$ cat config.mk
export PLATFORM = sky130hd
export DESIGN_NAME = regfile_wb_arbiter
export DESIGN_NICKNAME = d
export VERILOG_FILES = /design/src/rtl/wb_pkg.sv /design/src/rtl/wb_fifo.sv /design/src/rtl/regfile_wb_arbiter.sv
export SDC_FILE = /design/constraint.sdc
export NUM_CORES = 1
export LEC_CHECK = 0
export BUFFER_PORTS_ARGS = -buffer_cell sky130_fd_sc_hd__buf_2
export CORE_MARGIN = 1.5
export CORE_UTILIZATION = 57
export CTS_BUF_LIST = sky130_fd_sc_hd__clkbuf_4
export DETAILED_ROUTE_END_ITERATION = 12
export PLACE_DENSITY_LB_ADDON = 0.25
export SLEW_MARGIN = 0
export SYNTH_ARGS = -nofsm -noshare
export SYNTH_HDL_FRONTEND = slang
export SYNTH_HIERARCHICAL = 1
export SYNTH_SLANG_ARGS = --single-unit
$ cat constraint.sdc
create_clock -name clk_i -period 6.2 [get_ports clk_i]
set_clock_uncertainty 0.1 [all_clocks]
set_input_delay 0.93 -clock clk_i [delete_from_list [all_inputs] [get_ports clk_i]]
set_output_delay 0.93 -clock clk_i [all_outputs]
set_load 0.03 [all_outputs]
$ cat src/rtl/wb_pkg.sv
// Shared write-back types and default widths for the register file and its write-back arbiter.
package wb_pkg;

    localparam int REG_DATA_WIDTH     = 32;
    localparam int REGFILE_ADDR_WIDTH = 5;
    localparam int REGFILE_DEPTH      = 32;
    localparam int LSU_FIFO_DEPTH     = 2;
    localparam int FIFO_PTR_WIDTH     = $clog2(LSU_FIFO_DEPTH);

    typedef struct packed {
        logic [REGFILE_ADDR_WIDTH-1:0] rd;
        logic [REG_DATA_WIDTH-1:0]     data;
    } wb_req_t;

endpackage

$ cat src/rtl/wb_fifo.sv
// Circular buffer for long-latency results; power-of-two depth so both pointers wrap naturally.
module wb_fifo #(
    parameter  int DEPTH = wb_pkg::LSU_FIFO_DEPTH,
    parameter  int WIDTH = $bits(wb_pkg::wb_req_t),
    localparam int PTR_W = $clog2(DEPTH),
    localparam int CNT_W = PTR_W + 1
) (
    input  logic             clk_i,
    input  logic             resetn_i,
    input  logic             push_i,
    input  logic             pop_i,
    input  logic [WIDTH-1:0] data_i,
    output logic [WIDTH-1:0] data_o,
    output logic             full_o,
    output logic             empty_o,
    output logic [CNT_W-1:0] count_o
);

    logic [WIDTH-1:0] r_mem [DEPTH];
    logic [PTR_W-1:0] r_wr_ptr;
    logic [PTR_W-1:0] r_rd_ptr;
    logic [CNT_W-1:0] r_count;
    logic             w_push;
    logic             w_pop;

    assign full_o  = (r_count == CNT_W'(DEPTH));
    assign empty_o = (r_count == '0);
    assign count_o = r_count;
    assign data_o  = r_mem[r_rd_ptr];
    assign w_push  = push_i && !full_o;
    assign w_pop   = pop_i && !empty_o;

    always_ff @(posedge clk_i or negedge resetn_i) begin
        // NOTE: sequential state uses non-blocking assignments so every flop samples pre-edge values.
        if (!resetn_i) begin
            r_wr_ptr <= '0;
            r_rd_ptr <= '0;
            r_count  <= '0;
        end else begin
            if (w_push) r_wr_ptr <= r_wr_ptr + PTR_W'(1);
            if (w_pop)  r_rd_ptr <= r_rd_ptr + PTR_W'(1);
            case ({w_push, w_pop})
                2'b10:   r_count <= r_count + CNT_W'(1);
                2'b01:   r_count <= r_count - CNT_W'(1);
                default: r_count <= r_count;
            endcase
        end
    end

    // NOTE: storage is deliberately not reset; r_count alone decides which entries are valid.
    always_ff @(posedge clk_i) begin
        if (w_push) r_mem[r_wr_ptr] <= data_i;
    end

endmodule

$ cat src/rtl/regfile_wb_arbiter.sv
// Merges ALU and buffered LSU/MUL results onto the single register-file write port.
// Define WB_SCOREBOARD_EN to build the per-register busy-bit scoreboard; otherwise busy_o is 0.
module regfile_wb_arbiter
    import wb_pkg::*;
#(
    parameter int REG_DATA_WIDTH     = wb_pkg::REG_DATA_WIDTH,
    parameter int REGFILE_ADDR_WIDTH = wb_pkg::REGFILE_ADDR_WIDTH,
    parameter int REGFILE_DEPTH      = wb_pkg::REGFILE_DEPTH,
    parameter int LSU_FIFO_DEPTH     = wb_pkg::LSU_FIFO_DEPTH
) (
    input  logic                              clk_i,
    input  logic                              resetn_i,
    input  logic                              alu_valid_i,
    output logic                              alu_ready_o,
    input  logic [REGFILE_ADDR_WIDTH-1:0]     alu_rd_i,
    input  logic [REG_DATA_WIDTH-1:0]         alu_data_i,
    input  logic                              lsu_valid_i,
    output logic                              lsu_ready_o,
    input  logic [REGFILE_ADDR_WIDTH-1:0]     lsu_rd_i,
    input  logic [REG_DATA_WIDTH-1:0]         lsu_data_i,
    input  logic                              issue_en_i,
    input  logic [REGFILE_ADDR_WIDTH-1:0]     issue_rd_i,
    output logic [REGFILE_ADDR_WIDTH-1:0]     rd_addr_o,
    output logic [REG_DATA_WIDTH-1:0]         rd_wr_data_o,
    output logic                              rd_wr_en_o,
    output logic [REGFILE_DEPTH-1:0]          busy_o,
    output logic [$clog2(LSU_FIFO_DEPTH):0]   fifo_count_o
);

    wb_req_t                         w_lsu_req;
    wb_req_t                         w_head;
    logic                            w_full;
    logic                            w_empty;
    logic                            w_push;
    logic                            w_pop;
    logic                            w_alu_wr;
    logic                            w_wr_en;
    logic [REGFILE_ADDR_WIDTH-1:0]   w_wr_rd;
    logic [REG_DATA_WIDTH-1:0]       w_wr_data;

    logic                            r_wr_en;
    logic [REGFILE_ADDR_WIDTH-1:0]   r_wr_addr;
    logic [REG_DATA_WIDTH-1:0]       r_wr_data;

    // A full buffer stalls the ALU so the head can drain; readiness never looks at valids.
    assign alu_ready_o = !w_full;
    assign lsu_ready_o = !w_full;

    assign w_lsu_req = '{rd: lsu_rd_i, data: lsu_data_i};
    assign w_push    = lsu_valid_i && !w_full && (lsu_rd_i != '0);
    assign w_alu_wr  = alu_valid_i && !w_full && (alu_rd_i != '0);
    assign w_pop     = !w_empty && !w_alu_wr;

    wb_fifo #(
        .DEPTH (LSU_FIFO_DEPTH),
        .WIDTH ($bits(wb_req_t))
    ) u_fifo (
        .clk_i    (clk_i),
        .resetn_i (resetn_i),
        .push_i   (w_push),
        .pop_i    (w_pop),
        .data_i   (w_lsu_req),
        .data_o   (w_head),
        .full_o   (w_full),
        .empty_o  (w_empty),
        .count_o  (fifo_count_o)
    );

    always_comb begin
        w_wr_en   = w_alu_wr || w_pop;
        w_wr_rd   = w_alu_wr ? alu_rd_i   : w_head.rd;
        w_wr_data = w_alu_wr ? alu_data_i : w_head.data;
    end

    always_ff @(posedge clk_i or negedge resetn_i) begin
        if (!resetn_i) begin
            r_wr_en   <= 1'b0;
            r_wr_addr <= '0;
            r_wr_data <= '0;
        end else begin
            r_wr_en <= w_wr_en;
            if (w_wr_en) begin
                r_wr_addr <= w_wr_rd;
                r_wr_data <= w_wr_data;
            end
        end
    end

    assign rd_wr_en_o   = r_wr_en;
    assign rd_addr_o    = r_wr_addr;
    assign rd_wr_data_o = r_wr_data;

`ifdef WB_SCOREBOARD_EN
    logic [REGFILE_DEPTH-1:0] r_busy;
    logic [REGFILE_DEPTH-1:0] w_busy_set;
    logic [REGFILE_DEPTH-1:0] w_busy_clr;

    always_comb begin
        w_busy_set = '0;
        w_busy_clr = '0;
        if (issue_en_i && (issue_rd_i != '0)) w_busy_set[issue_rd_i] = 1'b1;
        if (w_wr_en)                          w_busy_clr[w_wr_rd]    = 1'b1;
    end

    // Set is applied after clear so a same-cycle reissue keeps the register pending.
    always_ff @(posedge clk_i or negedge resetn_i) begin
        if (!resetn_i) r_busy <= '0;
        else           r_busy <= ((r_busy & ~w_busy_clr) | w_busy_set) & ~REGFILE_DEPTH'(1);
    end

    assign busy_o = r_busy;
`else
    logic w_unused_issue;
    assign w_unused_issue = ^{issue_en_i, issue_rd_i};
    assign busy_o         = '0;
`endif

endmodule

Yosys cells after proc, flatten, opt, wreduce, memory -nomap -nowiden
Memories as Yosys holds them, arrays and structs flattened.
Index checks and enable logic that the tools add are counted.
- register bits after elaboration: 42
- RAM bits: 74
- bits of input ports: 84
- output and inout bits: 74
- word-level logic and storage cells: 34
- memories: 1
- memory list (name ; words ; width ; rd ports ; clocked after memory_dff ; write ports ; RTL line ; text):
    u_fifo.r_mem ; 2 ; 37 ; 1 ; 0 ; 1 ; wb_fifo.sv:19 ; logic [WIDTH-1:0] r_mem [DEPTH];
- add/subtract/negate cells: 4
- equal/unequal tests: 3
- multiplexer cells: 5
- reductions and logical operators: 15
- operator list (cell ; count):
    2-to-1 mux 32 bit ; 1
    nonzero test 5 bit ; 2
    logical AND 1 bit ; 7
    2-to-1 mux 5 bit ; 1
    equality test 2 bit, second input constant ; 2
    one-hot mux 2 bit (2 select lines) ; 1
    zero test 1 bit ; 3
    adder 1 bit, second input constant ; 2
    adder 2 x 1 -> 2 bit, second input constant ; 1
    equality test 2 x 1 -> 1 bit, second input constant ; 1
    zero test 2 bit ; 1
    2-to-1 mux 1 bit ; 2
    nonzero test 2 bit ; 1
    subtractor 2 x 1 -> 2 bit, second input constant ; 1
    logical OR 1 bit ; 1

Longest topological paths before layout
- word-level depth: 9
- depth in mapped cells: 12
- mapped depth without buffers: 10

Cells and area by module
The synthesis kept the hierarchy.
- modules (own cells, without submodules) (module ; times used ; cells an instance ; area each (sq um) ; seq. area each (sq um)):
    wb_fifo ; 1 ; 133 ; 2949.1 ; 2322.2
    regfile_wb_arbiter ; 1 ; 162 ; 2168.3 ; 950.9

Worst setup path before layout
OpenSTA, ideal clock, no wires.
- kind: reg-to-reg
- from: register u_fifo.r_count[0], in the netlist u_fifo/count_o[0]
- to: memory u_fifo/r_mem[0][0] (netlist bit) (enable)
- library setup time: 0.431 ns
- data arrival time: 2.917 ns
- data required time: 5.669 ns
- setup slack: 2.752 ns
- cell stages (with the launch flop): 7
- buffers on the path: 0
- period minus slack after synthesis: 3.448 ns
- cell sequence: dfrtp_1 > nand2b_1 > inv_1 > inv_1 > o311a_1 > nand2_1 > nor2_1
- word-level cells in the longest chain between the ends: 7
- ends and longest elaborated chain (element ; RTL line ; text):
    from (decl) ; wb_fifo.sv:22 ; logic [CNT_W-1:0] r_count;
    from (signal assigned) ; wb_fifo.sv:43 ; 2'b10: r_count <= r_count + CNT_W'(1);
    from (signal assigned) ; wb_fifo.sv:44 ; 2'b01: r_count <= r_count - CNT_W'(1);
    from (signal assigned) ; wb_fifo.sv:45 ; default: r_count <= r_count;
    equality test 2 bit ; wb_fifo.sv:26 ; assign full_o = (r_count == CNT_W'(DEPTH));
    via w_full ; regfile_wb_arbiter.sv:32 ; logic w_full;
    zero test 1 bit ; -- ;
    via alu_ready_o ; regfile_wb_arbiter.sv:14 ; output logic alu_ready_o,
    logical AND 1 bit (2 in series) ; regfile_wb_arbiter.sv:50 ; assign w_push = lsu_valid_i && !w_full && (lsu_rd_i != '0);
    via w_push ; regfile_wb_arbiter.sv:34 ; logic w_push;
    logical AND 1 bit ; wb_fifo.sv:30 ; assign w_push = push_i && !full_o;
    2-to-1 mux 1 bit ; wb_fifo.sv:52 ; if (w_push) r_mem[r_wr_ptr] <= data_i;
    2-to-1 mux 1 bit (implied by the code) ; wb_fifo.sv:52 ;
    to (decl) ; wb_fifo.sv:19 ;
The timed path passes the listed nets, and every way through them passes these cells.

Final worst setup path
- from: input alu_rd_i[3]
- to: register u_fifo.r_count[1], in the netlist u_fifo/count_o[1]
- word-level cells in the longest chain between the ends: 7
- elaborated cells on any way between the ends: 9
- classes of those cells: eq/ne (2); mux (1); reduce/logical (6)
- ends and longest elaborated chain (element ; RTL line ; text):
    from (decl) ; regfile_wb_arbiter.sv:15 ; input logic [REGFILE_ADDR_WIDTH-1:0] alu_rd_i,
    nonzero test 5 bit * ; regfile_wb_arbiter.sv:51 ; assign w_alu_wr = alu_valid_i && !w_full && (alu_rd_i != '0);
    logical AND 1 bit * ; regfile_wb_arbiter.sv:51 ;
    zero test 1 bit * ; regfile_wb_arbiter.sv:52 ; assign w_pop = !w_empty && !w_alu_wr;
    logical AND 1 bit * ; regfile_wb_arbiter.sv:52 ;
    via w_pop ; regfile_wb_arbiter.sv:35 ; logic w_pop;
    logical AND 1 bit * ; wb_fifo.sv:31 ; assign w_pop = pop_i && !empty_o;
    via u_fifo.w_pop ; wb_fifo.sv:24 ; logic w_pop;
    equality test 2 x 1 -> 1 bit or equality test 2 bit (tied branches) ; wb_fifo.sv:42 ; case ({w_push, w_pop})
    one-hot mux 2 bit (2 select lines) or nonzero test 2 bit (tied branches) ; -- ;
The timed path passes the listed nets; every way through them passes the cells marked *.
A chain may end at the register's enable or synchronous reset.

==> metrics.cfg <==
[yosys]
syn_area_per_cell_um2=17.3
synth-edff-count=74
synth_area_um2=5120
synthCells=295
ys_ff_latch=116
ys_warn_count=6
synth_cell_types=25
ys_seq_area_share_pct=64.0
async_flop_share_pct=36.2
synth_ff_type=edfxtp_1

[sta]
period_needed_ns=3.25
final_max_slew_viol_count=0
setup_viol=0
period_share_pct=52.4
rsz0062_at_grt=false
finalSetupTns_ns=0
worst_pin_slew_ns=1.13
max_slew_margin_pct=24.2
fmax_mhz=308
finalHoldViolCount=0

[layout]
antenna_cells=0
layout.nets=506
area_growth_pct=15.4
drive_gt1_share_pct=61.3
layout_commonest_cell=buf_2
design_area_um2=5910
final_cell_mix=119 x buf_2, 83 x mux2_2, 74 x edfxtp_1

[place]
place_area_um2=5660
io_buffers=119
dp_hpwl_mm=5.59
gp_congestion=0.857

[setup_path]
worstPathCellList=buf_2 -> or4_1 -> o21ai_4 -> buf_4 -> nor2b_1 -> nor2b_2 -> ha_1 -> nor2_1 -> xor2_1
endpoint_kind=flop
reg2regPathDepth=10
cp_data_arrival_time_ns=3.55
crit_path_max_fanout=21
critPathLaunchType=input port
r2r-start=u_fifo/count_o[0]
worstPathRequired_ns=6.50
r2r_slack_ns=3.36
cp_slowest_cell=or4_1
reg2reg_to=u_fifo/count_o[1]
path_class=input port to flop
critical_path.max_stage_delay_ns=0.57

[routing]
post_drt_wl_per_cell_um=16.1
drtPass1Iterations=4
viasPerCell=5.04
drt_iter0_markers=97
ant_nets=0
wl_mm=8.71
drc=0
num_vias=2721

[clock_tree]
cts_sinks=116
cts.path.max_buffers=2
clk_pin_slew_ns=0.09
cts_setup_buffers=0
cts_resized=0
cts_made_buffers=17
htreeDepth=4
cts_tree=done
clock_latency_ns=0.48
hold_buffers=0
cts_root_buffer=clkbuf_4

[pwr]
power_mw=3.05
powerDensity_nw_per_um2=517
p_leak_nw=2.50
vdd_drop_max_mv=0.241

[global_routing]
grt_usage_pct=19.1
grt_max_degree=43
grt_pass1_vias=2965
grt_pass1_wl_mm=14.0
gr-total-overflow=0
antenna_found_initial=0

[run_status]
status=completed

[floorplan]
core_area_um2=8720
initial_utilization_pct=58.7
rows=34
die_h_um=97.8
die_area_um2=9560
io_pins=158
die_w_um=97.8

[worst_hold_path]
min-delay-start=u_fifo/r_wr_ptr
hold_class=flop to flop
min_to=u_fifo/r_wr_ptr
holdPathStages=1

[flow_run]
max-cap-violations=0

==> per-layer routing <==
| metal | wire, µm | part of all wire (%) | GRT usage [%] |
|---|---|---|---|
| met1 | 3610 | 41 | 23.5 |
| met2 | 4420 | 51 | 31.4 |
| met3 | 558 | 6.4 | 6.73 |
| met4 | 123 | 1.4 | 7.14 |
| met5 | 0 | 0 | 0 |
==> worst max-delay path by stage <==
stage                       from                 end  slack, ns  cells after the start
3_3_place_gp         alu_rd_i[3]   u_fifo/count_o[1]       2.52                      9
5_1_grt              alu_rd_i[3]   u_fifo/count_o[1]       2.80                      9
2_1_floorplan  u_fifo/count_o[0]  u_fifo/r_mem[0][0]       2.75                      6
3_5_place_dp         alu_rd_i[3]   u_fifo/count_o[1]       2.46                      9
4_1_cts              alu_rd_i[3]   u_fifo/count_o[1]       2.98                      9
6_report             alu_rd_i[3]   u_fifo/count_o[1]       2.95                      9
==> state kept, by name, summed over array words and instances (netlist names) <==
signal	count
rd_addr_o	5
rd_wr_data_o	32
rd_wr_en_o	1
u_fifo/count_o	2
u_fifo/r_mem	74
u_fifo/r_rd_ptr	1
u_fifo/r_wr_ptr	1
==> cells in the mapped netlist, types with 3 or more instances <==
master	count	share of area (%)
mux2_2	83	18
edfxtp_1	74	43
dfrtp_1	42	21
buf_4	35	5.1
mux2_4	26	7.6
buf_6	4	0.88
clkbuf_1	3	0.22
nor2_1	3	0.22
xnor2_1	3	0.51
==> report_power, final <==
group,leakage (nW),switching (mW),internal [mW]
clock network,0.137,0.262,0.233
registers,1.17,0.157,1.10
logic,1.19,0.685,0.614
==> metrics by stage <==
step	utilization, %	setup slack [ns]	std cells	hold WS (ns)
3_5_place_dp	64.8	2.46	510	0.437
4_1_cts	67.7	2.98	540	0.457
2_1_floorplan	-	2.75	326	0.361
6_report	67.7	2.95	540	0.458
5_1_grt	67.7	2.80	540	0.473
3_3_place_gp	64.8	2.52	510	0.427
==> critical path, delay by kind of cell <==
family          cells  cell delay, ns
buf+inv             2            0.55
compound gates      1            0.56
fa+ha+maj           1            0.27
xor+xnor            1            0.15
simple gates        4            1.08
==> logic make-up (layout without fill, tap and decap cells) <==
family	Yosys count	in the layout	share of synthesized area [%]
AOI/OAI and AO/OA	4	4	0.709
buffers and inverters	47	153	6.97
other	1	32	0.0733
muxes	109	109	25.9
xor gates and xnor gates	5	5	0.856
adders and majority gates	1	1	0.244
and+or+nand+nor	12	12	1.30
DFF	116	116	64.0
==> area by class of cell <==
cell class | count | area (µm²)
flip-flops and latches | 116 | 3270
fillers | 660 | 2810
multi-input cells | 163 | 1630
repair buffers | 121 | 611
clock buffers | 18 | 135
well taps | 108 | 135
clock inverters | 12 | 116
inverters | 2 | 7.51
Note: power is estimated with default switching activity, not from simulation.
